--- src/rtl/morse_keyer.sv ---
// Morse keyer: accepts ASCII characters over a valid/ready handshake and
// keys them out as ITU Morse on KEY_OUT (1 = mark, LED on).
//
// Handshake: a character transfers on any rising CLK edge where
// CHAR_VALID & CHAR_READY are both 1. CHAR_READY is high only in IDLE, so
// once a character is taken the producer may drop or change CHAR_DATA
// freely. A character offered while busy simply waits.
module morse_keyer #(
  parameter int unsigned UNIT_CYCLES = 2097152
) (
  input  logic       CLK,
  input  logic       RST,
  input  logic       CHAR_VALID,
  input  logic [7:0] CHAR_DATA,
  output logic       CHAR_READY,
  output logic       KEY_OUT,
  output logic       BUSY,
  output logic       CHAR_ERR
);

  localparam int unsigned   CW     = (UNIT_CYCLES > 1) ? $clog2(UNIT_CYCLES) : 1;
  localparam logic [CW-1:0] RELOAD = CW'(UNIT_CYCLES - 1);

  typedef enum logic [1:0] {IDLE, MARK, GAP_EL, GAP_CH} state_t;

  state_t        state_q;
  logic [CW-1:0] tick_q;   // clocks left in the current unit
  logic [CW-1:0] tick_d;
  logic [2:0]    units_q;  // whole units left after the current one
  logic [4:0]    elems_q;  // remaining elements, next one at bit 4
  logic [2:0]    left_q;   // elements still to send after the current mark
  logic          ready_q;
  logic          key_q;
  logic          busy_q;
  logic          err_q;

  logic [7:0]    fold_c;
  logic [7:0]    rom_code;
  logic [2:0]    code_len;
  logic [4:0]    code_el;
  logic          accept;
  logic          is_space;

  // Code table: {len, elems} with elements left-aligned, first element in
  // bit 4, dot = 0, dash = 1. len = 0 marks characters with no Morse code.
  function automatic logic [7:0] code_of(input logic [7:0] c);
    logic [7:0] r;
    r = 8'h00;
    case (c)
      8'h41: r = {3'd2, 5'b01000}; // A .-
      8'h42: r = {3'd4, 5'b10000}; // B -...
      8'h43: r = {3'd4, 5'b10100}; // C -.-.
      8'h44: r = {3'd3, 5'b10000}; // D -..
      8'h45: r = {3'd1, 5'b00000}; // E .
      8'h46: r = {3'd4, 5'b00100}; // F ..-.
      8'h47: r = {3'd3, 5'b11000}; // G --.
      8'h48: r = {3'd4, 5'b00000}; // H ....
      8'h49: r = {3'd2, 5'b00000}; // I ..
      8'h4A: r = {3'd4, 5'b01110}; // J .---
      8'h4B: r = {3'd3, 5'b10100}; // K -.-
      8'h4C: r = {3'd4, 5'b01000}; // L .-..
      8'h4D: r = {3'd2, 5'b11000}; // M --
      8'h4E: r = {3'd2, 5'b10000}; // N -.
      8'h4F: r = {3'd3, 5'b11100}; // O ---
      8'h50: r = {3'd4, 5'b01100}; // P .--.
      8'h51: r = {3'd4, 5'b11010}; // Q --.-
      8'h52: r = {3'd3, 5'b01000}; // R .-.
      8'h53: r = {3'd3, 5'b00000}; // S ...
      8'h54: r = {3'd1, 5'b10000}; // T -
      8'h55: r = {3'd3, 5'b00100}; // U ..-
      8'h56: r = {3'd4, 5'b00010}; // V ...-
      8'h57: r = {3'd3, 5'b01100}; // W .--
      8'h58: r = {3'd4, 5'b10010}; // X -..-
      8'h59: r = {3'd4, 5'b10110}; // Y -.--
      8'h5A: r = {3'd4, 5'b11000}; // Z --..
      8'h30: r = {3'd5, 5'b11111}; // 0 -----
      8'h31: r = {3'd5, 5'b01111}; // 1 .----
      8'h32: r = {3'd5, 5'b00111}; // 2 ..---
      8'h33: r = {3'd5, 5'b00011}; // 3 ...--
      8'h34: r = {3'd5, 5'b00001}; // 4 ....-
      8'h35: r = {3'd5, 5'b00000}; // 5 .....
      8'h36: r = {3'd5, 5'b10000}; // 6 -....
      8'h37: r = {3'd5, 5'b11000}; // 7 --...
      8'h38: r = {3'd5, 5'b11100}; // 8 ---..
      8'h39: r = {3'd5, 5'b11110}; // 9 ----.
      default: r = 8'h00;
    endcase
    return r;
  endfunction

  // Case folding, code lookup and the free-running unit timer's next value.
  always_comb begin
    fold_c = CHAR_DATA;
    if (CHAR_DATA >= 8'h61 && CHAR_DATA <= 8'h7A) fold_c = CHAR_DATA - 8'h20;
    rom_code = code_of(fold_c);
    code_len = rom_code[7:5];
    code_el  = rom_code[4:0];
    is_space = (fold_c == 8'h20);
    accept   = CHAR_VALID & ready_q;
    tick_d   = (tick_q == '0) ? RELOAD : tick_q - 1'b1;
  end

  // Keyer FSM with all outputs registered; a unit ends when tick_q hits 0,
  // and the state ends when that happens with no whole units left.
  always_ff @(posedge CLK) begin
    if (RST) begin
      state_q <= IDLE;
      tick_q  <= '0;
      units_q <= 3'd0;
      elems_q <= 5'd0;
      left_q  <= 3'd0;
      ready_q <= 1'b0;
      key_q   <= 1'b0;
      busy_q  <= 1'b0;
      err_q   <= 1'b0;
    end else begin
      err_q <= 1'b0;
      case (state_q)
        IDLE: begin
          ready_q <= 1'b1;
          busy_q  <= 1'b0;
          key_q   <= 1'b0;
          if (accept) begin
            tick_q <= RELOAD;
            if (is_space) begin
              // Four silent units on top of the previous 3-unit gap.
              state_q <= GAP_CH;
              units_q <= 3'd3;
              ready_q <= 1'b0;
              busy_q  <= 1'b1;
            end else if (code_len != 3'd0) begin
              state_q <= MARK;
              key_q   <= 1'b1;
              busy_q  <= 1'b1;
              ready_q <= 1'b0;
              units_q <= code_el[4] ? 3'd2 : 3'd0;
              elems_q <= {code_el[3:0], 1'b0};
              left_q  <= code_len - 3'd1;
            end else begin
              err_q <= 1'b1;
            end
          end
        end
        MARK: begin
          tick_q <= tick_d;
          if (tick_q == '0) begin
            if (units_q == 3'd0) begin
              key_q <= 1'b0;
              if (left_q == 3'd0) begin
                state_q <= GAP_CH;
                units_q <= 3'd2;
              end else begin
                state_q <= GAP_EL;
                units_q <= 3'd0;
              end
            end else begin
              units_q <= units_q - 3'd1;
            end
          end
        end
        GAP_EL: begin
          tick_q <= tick_d;
          if (tick_q == '0) begin
            if (units_q == 3'd0) begin
              state_q <= MARK;
              key_q   <= 1'b1;
              units_q <= elems_q[4] ? 3'd2 : 3'd0;
              elems_q <= {elems_q[3:0], 1'b0};
              left_q  <= left_q - 3'd1;
            end else begin
              units_q <= units_q - 3'd1;
            end
          end
        end
        GAP_CH: begin
          tick_q <= tick_d;
          if (tick_q == '0) begin
            if (units_q == 3'd0) begin
              state_q <= IDLE;
              busy_q  <= 1'b0;
              ready_q <= 1'b1;
            end else begin
              units_q <= units_q - 3'd1;
            end
          end
        end
        default: state_q <= IDLE;
      endcase
    end
  end

  assign CHAR_READY = ready_q;
  assign KEY_OUT    = key_q;
  assign BUSY       = busy_q;
  assign CHAR_ERR   = err_q;

endmodule

--- config.mk ---
export PLATFORM = sky130hd
export DESIGN_NAME = morse_keyer
export DESIGN_NICKNAME = d
export VERILOG_FILES = /design/src/rtl/morse_keyer.sv
export SDC_FILE = /design/constraint.sdc
export NUM_CORES = 1
export LEC_CHECK = 0
export ABC_CLOCK_PERIOD_IN_PS = 4200
export CAP_MARGIN = 20
export CORE_AREA = 2 2 78 65
export DETAILED_ROUTE_END_ITERATION = 7
export DIE_AREA = 0 0 80 67
export GPL_ROUTABILITY_DRIVEN = 0
export PLACE_DENSITY = 0.87
export SLEW_MARGIN = 40
export SYNTH_ARGS = -nofsm -noshare
export SYNTH_HDL_FRONTEND = slang
export SYNTH_SLANG_ARGS = --single-unit
export TNS_END_PERCENT = 10
--- constraint.sdc ---
create_clock -name CLK -period 4.2 [get_ports CLK]
set_input_delay 0.84 -clock CLK [delete_from_list [all_inputs] [get_ports CLK]]
set_output_delay 0.84 -clock CLK [all_outputs]
set_load 0.02 [all_outputs]
==> results.json, run 1 <==
{
  "drtAntennaViolNets": 0,
  "cp_max_fo": 7,
  "ys_types": 69,
  "finClkSkew_ns": 0.00897,
  "ys_ff_latch": 37,
  "placed_area_um2": 3040,
  "clock_latency_ns": 0.30,
  "core_area_um2": 4510,
  "status": "complete, no violations",
  "cp.arrival_ns": 3.94,
  "firstDrtPassIters": 5,
  "path_clk_slew_ns": 0.08,
  "root_buffer": "clkbuf_8",
  "tightestPinTransition_ns": 0.697,
  "cts_tree": "yes",
  "yosysWarnings": 0,
  "cts_hold_buf": 0,
  "grt_pass1_vias": 2449,
  "avgSynthCellArea_um2": 8.03,
  "start_util_pct": 63.5,
  "wl_mm": 6.84,
  "dp_slack_ns": 0.175,
  "synthCells": 357,
  "via_per_inst": 6.43,
  "synth_nets": 386,
  "ios": 15,
  "cts_sinks": 37,
  "nNetsFinal": 395,
  "dr_total_vias": 2746,
  "critPathRequiredTime_ns": 4.41,
  "slew_headroom_pct": 53.5,
  "drive_above_1_share_pct": 12.3,
  "power_leakage_uw": 0.00120,
  "ys.flop_type": "dfxtp_1",
  "port_buffers": 14,
  "crit_top_cell": "nor2b_1",
  "fin_crit_ns": 3.73,
  "powerDensity_nw_per_um2": 333,
  "stdcell_area_um2": 3180,
  "post_cts_resized": 0,
  "grt_pass1_wl_mm": 11.4,
  "die_h_um": 67,
  "place_hpwl_mm": 4.92,
  "async_reset_ff_share_pct": 0,
  "final-setup-viol-count": 0,
  "worstSetupEndpointType": "flop",
  "final_hold_viol_count": 0,
  "grt_max_degree": 24,
  "synth_edf_count": 0,
  "irDropWorstVdd_mv": 0.245,
  "drc": 0,
  "routedWlPerCell_um": 16.0,
  "maxCapViolCount": 0,
  "critical_path_class": "in -> reg",
  "antenna_cells": 0,
  "post-route-period-util_pct": 88.7,
  "power_uw": 1060,
  "cts.path.max_buffers": 2,
  "grt_overflow": 0,
  "drt_iter0_markers": 364,
  "rsz0062_at_grt": "no",
  "critPathLaunchType": "input port",
  "synth.cell_area_um2": 2870,
  "cpPeakStageDelay_ns": 0.59,
  "die_w_um": 80,
  "final_critical_path_setup_slack_ns": 0.473,
  "numCtsBuffers": 5,
  "cts_max_level": 2,
  "ys_seq_area_share_pct": 25.9,
  "die-area_um2": 5360,
  "setup_tns_ns": 0,
  "area_growth_syn_to_layout_pct": 11.0,
  "clock.fmax_mhz": 268,
  "std_cell_rows": 22,
  "post_cts_buffers": 0,
  "antenna_found_initial": 0,
  "worstHoldPathType": "reg -> reg",
  "critPathSlowestCell": "clkdlybuf4s50_1",
  "grt_usage_pct": 27.1,
  "worstPathCellList": "clkdlybuf4s50_1 > inv_1 > ha_1 > nor2b_1 > o211ai_1 > a32oi_1 > o21ai_0 > a31oi_1 > ha_1 > nor2b_1 > nor2b_1 > a31oi_1 > a211o_1 > o31ai_1",
  "slew_viol_final": 0
}
## cell type report
type                            count  area (um^2)
Clock inverter                      3         65.1
Tap cell                           60         75.1
Clock buffer                        5         68.8
Timing Repair Buffer               20          185
Sequential cell                    37          741
Multi-Input combinational cell    284         1980
Inverter                           18         68.8
Fill cell                         346         1330
## power by group
group	total (uW)	internal, uW	switching (uW)
Sequential	419	382	36.8
Combinational	270	114	155
Clock	372	236	136
Total	1060	732	328
## cells in the mapped netlist (2+ instances only)
cell | instances | area, um^2
nand3_1 | 12 | 60.1
buf_2 | 7 | 35.0
nand3b_1 | 3 | 22.5
o21bai_1 | 2 | 15.0
a311oi_1 | 8 | 70.1
nor3_4 | 3 | 48.8
nor2_1 | 32 | 120
a221oi_1 | 2 | 17.5
xor2_1 | 3 | 26.3
o22ai_1 | 2 | 12.5
mux4_2 | 2 | 45.0
nor3b_1 | 2 | 15.0
nand2b_1 | 8 | 50.1
or3_1 | 3 | 18.8
o21ai_0 | 11 | 55.1
a31oi_1 | 10 | 62.6
inv_1 | 17 | 63.8
o211ai_1 | 2 | 15.0
a211oi_1 | 7 | 52.6
or4_4 | 3 | 33.8
a21oi_1 | 30 | 150
a22oi_1 | 2 | 15.0
o21a_1 | 2 | 15.0
a211o_1 | 2 | 17.5
clkbuf_1 | 9 | 33.8
and2_1 | 3 | 18.8
mux2_2 | 3 | 33.8
or2_1 | 2 | 12.5
xnor2_1 | 7 | 61.3
nor3_1 | 16 | 80.1
a31o_2 | 2 | 17.5
dfxtp_1 | 37 | 741
ha_1 | 18 | 225
o31ai_1 | 4 | 30.0
or2_2 | 4 | 25.0
nand2_1 | 23 | 86.3
nor2b_1 | 11 | 68.8
mux2i_1 | 9 | 90.1
o22a_1 | 2 | 17.5
nor4_1 | 3 | 18.8
## cells in the final DEF (no fill, tap or decap), drive strengths merged, types with 3 or more instances in the layout
| cell | synthesis | layout |
|---|---|---|
| dfxtp | 37 | 37 |
| nor2 | 34 | 34 |
| a21oi | 30 | 30 |
| nand2 | 23 | 23 |
| nor3 | 20 | 20 |
| ha | 18 | 18 |
| inv | 17 | 17 |
| clkdlybuf4s50 | 0 | 14 |
| o21ai | 13 | 13 |
| nand3 | 12 | 12 |
| nor2b | 11 | 11 |
| a31oi | 10 | 10 |
| mux2i | 9 | 9 |
| a311oi | 9 | 9 |
| nand2b | 8 | 8 |
| a211oi | 8 | 8 |
| xnor2 | 7 | 7 |
| buf | 9 | 6 |
| or2 | 6 | 6 |
| clkbuf | 9 | 5 |
| or3 | 5 | 5 |
| o31ai | 4 | 4 |
| and2 | 4 | 4 |
| nor4 | 4 | 4 |
| or4 | 4 | 4 |
| mux2 | 3 | 3 |
| nand3b | 3 | 3 |
| xor2 | 3 | 3 |
## per-layer routing
| layer | up-vias | GRT usage [%] | routed length, um |
|---|---|---|---|
| met5 | - | 0 | 0 |
| met4 | 0 | 10.8 | 128 |
| met3 | 13 | 5.01 | 484 |
| met2 | 124 | 42.9 | 3100 |
| met1 | 1284 | 36.4 | 3130 |
| li1 | 1325 | - | - |
## final timing paths
path,startpoint,end,slack (ns),depth (start not counted)
min reg2reg,tick_q[13],tick_q[13],0.48,2
max reg2reg,state_q[0],left_q[2],1.60,10
max,CHAR_DATA[0],left_q[2],0.47,14
min,tick_q[13],tick_q[13],0.48,2
## kinds of logic (layout without fill, tap and decap cells)
family | count (synthesis) | in the layout | synth area share, %
AOI/OAI and AO/OA | 99 | 99 | 23.2
adders and majority gates | 18 | 18 | 7.86
DFF | 37 | 37 | 25.9
buffers and inverters | 36 | 46 | 5.33
and+or+nand+nor | 143 | 143 | 28.8
muxes | 14 | 14 | 5.90
xor gates and xnor gates | 10 | 10 | 3.06
## per-stage QoR
stage	hold WS, ns	cells	utilization (%)
6_report	0.480	427	70.5
5_1_grt	0.505	427	70.5
4_1_cts	0.480	427	70.3
3_5_place_dp	0.466	419	67.4
3_3_place_gp	0.444	419	67.4
2_1_floorplan	0.435	357	-
## state kept, by name, indices dropped and copies added (netlist names)
signal	flops
CHAR_READY	1
BUSY	1
units_q	3
CHAR_ERR	1
KEY_OUT	1
tick_q	21
state_q	2
elems_q	4
left_q	3
## critical path: cells and delay by family
family          cells  cell delay, ns
compound gates      7            1.34
fa+ha+maj           2            0.55
buf+inv             2            0.73
simple gates        3            0.46
Power figures use the tool's default switching activity.
==> run 2: changes to the inputs <==
--- a/config.mk
+++ b/config.mk
@@ -6,8 +6,8 @@
 export NUM_CORES = 1
 export LEC_CHECK = 0
 export ABC_CLOCK_PERIOD_IN_PS = 4200
-export CAP_MARGIN = 20
 export CORE_AREA = 2 2 78 65
+export CTS_CLUSTER_SIZE = 20
 export DETAILED_ROUTE_END_ITERATION = 7
 export DIE_AREA = 0 0 80 67
 export GPL_ROUTABILITY_DRIVEN = 0
==> results of run 2 <==
No change in the layout: final DEF, timing and power equal those of run 1.
